### src/rtl/fifo_entrada_pkg.sv
// Shared widths, reset level and transfer-acceptance decode for the input/lane FIFOs.
// Arbiter-side code imports the same package so widths stay in lockstep.
package fifo_entrada_pkg;

    localparam int   DATA_WIDTH_DEF = 12;
    localparam int   DEPTH_DEF      = 8;
    localparam int   PTR_W_DEF      = 3;
    localparam logic RST_ACTIVE     = 1'b0;

    typedef struct packed {
        logic push_ok;
        logic pop_ok;
        logic fault;
    } xfer_t;

    // A push into a full FIFO is still accepted when a pop frees the slot in the same cycle.
    function automatic xfer_t decode_xfer(input logic push, input logic pop,
                                          input logic is_empty, input logic is_full);
        xfer_t x;
        x.pop_ok  = pop & ~is_empty;
        x.push_ok = push & (~is_full | x.pop_ok);
        x.fault   = (push & ~x.push_ok) | (pop & ~x.pop_ok);
        return x;
    endfunction

endpackage

### src/rtl/fifo_mem.sv
// Register-array storage: one synchronous write port, one asynchronous read port.
// Latency: write visible on rdata after the edge; reset clears every entry.
module fifo_mem
    import fifo_entrada_pkg::*;
#(
    parameter int DATA_WIDTH = DATA_WIDTH_DEF,
    parameter int DEPTH      = DEPTH_DEF,
    parameter int PTR_W      = PTR_W_DEF
) (
    input  logic                  clk,
    input  logic                  rst_n,
    input  logic                  we,
    input  logic [PTR_W-1:0]      waddr,
    input  logic [DATA_WIDTH-1:0] wdata,
    input  logic [PTR_W-1:0]      raddr,
    output logic [DATA_WIDTH-1:0] rdata
);

    logic [DATA_WIDTH-1:0] mem_q [DEPTH];
    logic [DATA_WIDTH-1:0] mem_d [DEPTH];

    always_comb begin
        mem_d = mem_q;
        if (we) begin
            mem_d[waddr] = wdata;
        end
    end

    always_ff @(posedge clk or negedge rst_n) begin
        if (!rst_n) begin
            mem_q <= '{default: '0};
        end else begin
            mem_q <= mem_d;
        end
    end

    assign rdata = mem_q[raddr];

endmodule

### src/rtl/fifo_entrada.sv
// FWFT FIFO: head word on data_out with zero read latency, pop acts on the next edge.
// Push at full is dropped (unless paired with a pop); pop at empty is ignored; both set sticky error.
module fifo_entrada
    import fifo_entrada_pkg::*;
#(
    parameter int DATA_WIDTH = DATA_WIDTH_DEF,
    parameter int DEPTH      = DEPTH_DEF,
    parameter int PTR_W      = PTR_W_DEF
) (
    input  logic                  clk,
    input  logic                  reset,
    input  logic                  push,
    input  logic [DATA_WIDTH-1:0] data_in,
    input  logic                  pop,
    input  logic [PTR_W:0]        umbral_af,
    input  logic [PTR_W:0]        umbral_ae,
    output logic [DATA_WIDTH-1:0] data_out,
    output logic                  emptyFIFO,
    output logic                  fullFIFO,
    output logic                  almost_fullFIFO,
    output logic                  almost_emptyFIFO,
    output logic                  error,
    output logic [PTR_W:0]        count
);

    localparam logic [PTR_W:0] FULL_CNT = (PTR_W + 1)'(DEPTH);

    logic [PTR_W-1:0]      wr_ptr_q, wr_ptr_d;
    logic [PTR_W-1:0]      rd_ptr_q, rd_ptr_d;
    logic [PTR_W:0]        count_q, count_d;
    logic                  error_q, error_d;
    logic [PTR_W:0]        af_q, af_d;
    logic [PTR_W:0]        ae_q, ae_d;
    logic [DATA_WIDTH-1:0] head_dat;
    xfer_t                 xfer;

    always_comb begin
        xfer     = decode_xfer(push, pop, count_q == '0, count_q == FULL_CNT);
        wr_ptr_d = wr_ptr_q + PTR_W'(xfer.push_ok);
        rd_ptr_d = rd_ptr_q + PTR_W'(xfer.pop_ok);
        count_d  = count_q;
        case ({xfer.push_ok, xfer.pop_ok})
            2'b10:   count_d = count_q + 1'b1;
            2'b01:   count_d = count_q - 1'b1;
            default: count_d = count_q;
        endcase
        error_d = error_q | xfer.fault;
        // Thresholds track their inputs only while reset is held, then freeze.
        af_d = (reset == RST_ACTIVE) ? umbral_af : af_q;
        ae_d = (reset == RST_ACTIVE) ? umbral_ae : ae_q;
    end

    always_ff @(posedge clk or negedge reset) begin
        if (!reset) begin
            wr_ptr_q <= '0;
            rd_ptr_q <= '0;
            count_q  <= '0;
            error_q  <= 1'b0;
        end else begin
            wr_ptr_q <= wr_ptr_d;
            rd_ptr_q <= rd_ptr_d;
            count_q  <= count_d;
            error_q  <= error_d;
        end
    end

    always_ff @(posedge clk) begin
        af_q <= af_d;
        ae_q <= ae_d;
    end

    fifo_mem #(
        .DATA_WIDTH(DATA_WIDTH),
        .DEPTH     (DEPTH),
        .PTR_W     (PTR_W)
    ) u_mem (
        .clk  (clk),
        .rst_n(reset),
        .we   (xfer.push_ok),
        .waddr(wr_ptr_q),
        .wdata(data_in),
        .raddr(rd_ptr_q),
        .rdata(head_dat)
    );

    assign data_out         = (count_q != '0) ? head_dat : '0;
    assign emptyFIFO        = (count_q == '0);
    assign fullFIFO         = (count_q == FULL_CNT);
    assign almost_fullFIFO  = (count_q >= af_q);
    assign almost_emptyFIFO = (count_q <= ae_q);
    assign error            = error_q;
    assign count            = count_q;

endmodule

### config.mk
export PLATFORM = sky130hd
export DESIGN_NAME = fifo_entrada
export DESIGN_NICKNAME = d
export VERILOG_FILES = /design/src/rtl/fifo_entrada_pkg.sv /design/src/rtl/fifo_mem.sv /design/src/rtl/fifo_entrada.sv
export SDC_FILE = /design/constraint.sdc
export NUM_CORES = 1
export LEC_CHECK = 0
export CORE_MARGIN = 5
export CORE_UTILIZATION = 58
export DETAILED_ROUTE_END_ITERATION = 8
export GPL_TIMING_DRIVEN = 0
export PLACE_DENSITY = 0.77
export SYNTH_ARGS = -nofsm -noshare
export SYNTH_HDL_FRONTEND = slang
export SYNTH_SLANG_ARGS = --single-unit
### constraint.sdc
create_clock -name clk -period 3 [get_ports clk]
set_input_delay 0.45 -clock clk [delete_from_list [all_inputs] [get_ports clk]]
set_output_delay 0.45 -clock clk [all_outputs]
set_load 0.1 [all_outputs]
==> qor_table.md <==
| Step | Item | Reported |
| --- | --- | --- |
| worst setup path | Endpoint required time on the critical path | 2550 ps |
| placement | Routability-driven placement congestion ratio | 0.7673 |
| placement | Detail Placement HPWL | 7032 µm |
| worst setup path | Start of the worst register-to-register path | count[2] |
| clocking | Worst-Skew Late Latency | 510 ps |
| grt | Maximum number of pins on one net before global-route repair | 76 |
| placement | Port Buf Inserts | 44 |
| synthesis | Sequential-to-total area share from yosys stat | 0.5417 |
| route | Drt drc | 0 |
| synthesis | Main flop type after synthesis | dfrtp_1 |
| timing | Fin crit period | 2874 ps |
| worst setup path | Worst Reg-to-Reg Cells | 10 |
| die | Die footprint | 11310 µm² |
| clocking | Clock slew at reported path FFs | 60 ps |
| synthesis | EDFF count, synth | 8 |
| worst setup path | Count of cell instances traversed by the critical path | 6 |
| route | Number of detailed-routing iterations run before antenna repair | 4 |
| layout | Layout cells sized above 1 | 0.4731 |
| worst setup path | Timing endpoint of the critical path | data_out[7] |
| grt | GR Overflow Total | 0 |
| placement | Placed cell areas | 6028 µm² |
| synthesis | Multiplexer area fraction after synthesis | 0.3254 |
| synthesis | Mapped Cells | 350 |
| die | Initial Utilization | 0.5885 |
| outcome | Status | complete, no violations |
| synthesis | Largest area contributor in the netlist | dfrtp_1 |
| synthesis | Average cell area after synthesis | 15.39 µm² |
| worst setup path | Data arrival time of the critical path | 2420 ps |
| route | Routed WL | 11180 µm |
| route | ANT nets after route | 0 |
| synthesis | Async set-or-reset flop fraction in the synthesized netlist | 0.9304 |
| grt | First-pass GRT wire length | 18520 µm |
| timing | Headroom to the max-slew limit | 0.3547 |
| clocking | Total CTS buffers | 17 |
| timing | Worst Max-Slew Pin Slew | 964.9 ps |
| route | First-iteration detailed-routing DRC count | 102 |
| hold path | Type of the tightest min-delay check | input pin to asynchronous set/reset pin |
| timing | Max Fclk | 348.0 MHz |
| worst setup path | Sum of buffers and inverters on the critical path | 3 |
| layout | Number of filler cells placed in the layout | 599 |
| synthesis | Ranking of synthesized cells by area | dfrtp_1 (50%), mux2_2 (20%), mux4_2 (10%), edfxtp_1 (4.5%), ha_1 (3.5%) |
| synthesis | Top cell type's share of synthesized area | 0.4971 |
| die | Placeable core region | 9153 µm² |
| clocking | Setup Fix Bufs, Post-CTS | 0 |
| timing | Hold Fails Final Rpt | 0 |
| timing | Unrepaired setup endpoints after global routing | no |
| grt | Tot GR Track Use | 0.2192 |
| worst setup path | Worst stage delay on the critical path | 530 ps |
| clocking | Buffer depth of the longest clock path | 2 |
| worst setup path | Crit path max-delay family | buffers and inverters |
| timing | Final count of pins violating max slew | 0 |
| worst setup path | Endpoint of the worst-slack reg-to-reg timing path | count[2] |
| timing | Final period util | 0.9579 |
| die | I/O pin count | 45 |
| route | Via count normalized by instance count | 5.868 |
| die | Die outline height | 106.4 µm |
| worst setup path | Largest fanout on the critical path | 10 |
| synthesis | Cell variety after synth | 32 |
| synthesis | Synthesized Nets | 389 |
| timing | Final setup violation count | 0 |
| route | Vias | 3157 |
| timing | Clock Skew | 9.555 ps |
| die | # rows | 35 |
| synthesis | Register bit total from synthesis | 115 |
| synthesis | Netlist Area Pre-Place | 5386 µm² |
| synthesis | Share of the synthesized area in compound gates (AO/OA/AOI/OAI) | 0.01487 |
| synthesis | Synth Area in Simple Gates | 0.04390 |
| clocking | Clock tree from TritonCTS | yes |
| worst setup path | Worst setup path class | flop to primary output |
| synthesis | Number of warning messages in the yosys log | 0 |
| synthesis | Combinational family with the most area after synthesis | multiplexers |
| layout | Utilization after layout | 0.7248 |
| worst setup path | Setup crit start | rd_ptr_q[0] |
| clocking | Buffer cell driving the clock tree root | clkbuf_8 |
| die | DIE WIDTH | 106.4 µm |
| worst setup path | Critical path capture point type | primary output |
| layout | Sequential cell area in the final layout | 2923 µm² |
| synthesis | Post-synthesis xor/xnor area fraction | 0.01138 |
| worst setup path | Setup slack on the worst flop-to-flop path | 290 ps |
| clocking | Number of H-tree levels | 4 |
| layout | Synth-to-Final Area Change | 23.16% |
| route | Wire length per cell | 20.79 µm |
| worst setup path | Crit path launch type | flop |
| job | Number of max-cap violations | 0 |
| grt | Initial antenna violation count | 0 |
| synthesis | Fraction of the mapped netlist area in adder cells | 0.03484 |
| layout | Multi-input logic area | 2357 µm² |
| worst setup path | Master of the slowest instance on the critical path | mux4_2 |
| layout | Number of standard cells in the final layout excluding fillers | 538 |
| worst setup path | Worst path cell trace | clkbuf_4 > buf_6 > mux4_2 > mux2i_1 > nor2_2 > buf_2 |
| grt | Via count of the first global-routing pass | 3364 |
| clocking | Clock Sinks | 115 |
| layout | Total inserted antenna cells | 0 |
| timing | Hold WS | 429.4 ps |
| layout | Design area | 6634 µm² |
| layout | Number of nets at the end of the flow | 453 |
| placement | Cell count after placement | 506 |
==> cell type report <==
type,count,area share
clock buffers,22,0.06979
clock inverters,10,0.02678
multi-input cells,207,0.3553
inverters,10,0.005658
plain buffers,17,0.01905
well taps,111,0.02094
flip-flops and latches,115,0.4406
repair buffers,46,0.06186
==> stage by stage <==
stage	setup slack, ps	TNS, ps
6_report	126.2	0
5_1_grt	19.74	0
4_1_cts	-0.1439	-0.1439
3_5_place_dp	-104.4	-1078
3_3_place_gp	-3024	-296480
2_1_floorplan	61.44	0
==> cells in the mapped netlist, drive strengths merged, types with 3 or more instances <==
library cell  count
dfrtp           107
mux2             97
mux4             24
buf              17
ha               15
nor2             15
mux2i            12
inv              10
edfxtp            8
nand3             6
xor2              6
a21o              4
nor2b             4
nand2             3
nand4             3
o21ai             3
==> worst register-to-register path: stages, from the launching register on <==
cell	delay, ps
dfrtp_2	500
nor4_4	470
buf_4	330
nor2_1	120
ha_1	280
xor2_1	190
ha_1	190
a21oi_1	140
xor2_1	150
nor2_1	70
xor2_1	140
==> state kept, by name, indices dropped and copies added (netlist names) <==
| name | count |
|---|---|
| ae_q | 4 |
| af_q | 4 |
| count | 4 |
| error | 1 |
| rd_ptr_q | 3 |
| u_mem.mem_q | 96 |
| wr_ptr_q | 3 |
==> layer usage <==
metal	up-vias	routed length, µm	track usage
li1	1420	-	-
met1	1664	5191	0.3070
met2	62	5509	0.3416
met3	11	392	0.05404
met4	0	90	0.06568
met5	-	0	0
==> cells in the final DEF (no fill, tap or decap), types with 3 or more instances in the layout <==
cell             instances
ha_1                    15
mux2_2                  97
mux2i_1                 12
clkbuf_1                 3
buf_2                   15
edfxtp_1                 8
nor2_1                   7
mux4_2                  24
buf_4                   10
clkbuf_8                 4
dfrtp_1                103
a21o_1                   4
clkbuf_16               16
clkdlybuf4s50_1         27
nand3_1                  6
nor2_2                   8
bufinv_16                5
nor2b_1                  4
dfrtp_2                  4
clkbuf_4                 3
inv_1                   10
xor2_1                   6
clkinv_2                 4
==> worst min path at each step <==
stage                     start          end  slack [ps]  cells after the start
final                     reset  wr_ptr_q[0]         430                      2
after global routing      reset  wr_ptr_q[0]         470                      2
after global placement    error        error         440                      1
after CTS                 reset  wr_ptr_q[0]         430                      2
after floorplan           reset     count[0]         150                      0
after detailed placement  reset  wr_ptr_q[0]         430                      1
==> repair_timing <==
action,in CTS,in global routing
setup endpoints to repair,16,13
resized for setup,74,5
hold buffers,1,0
endpoints found under the hold margin,32,0
==> cells by family after synthesis <==
family	after synthesis
multiplexers	133
AO/OA/AOI/OAI	12
AND/OR/NAND/NOR	40
buffers and inverters	28
flip-flops	115
XOR/XNOR	7
adder cells (fa/ha/maj)	15
Power is left out: the tool's default activity adds up to more than one toggle a clock period on the data nets, which glitch-free logic cannot reach.
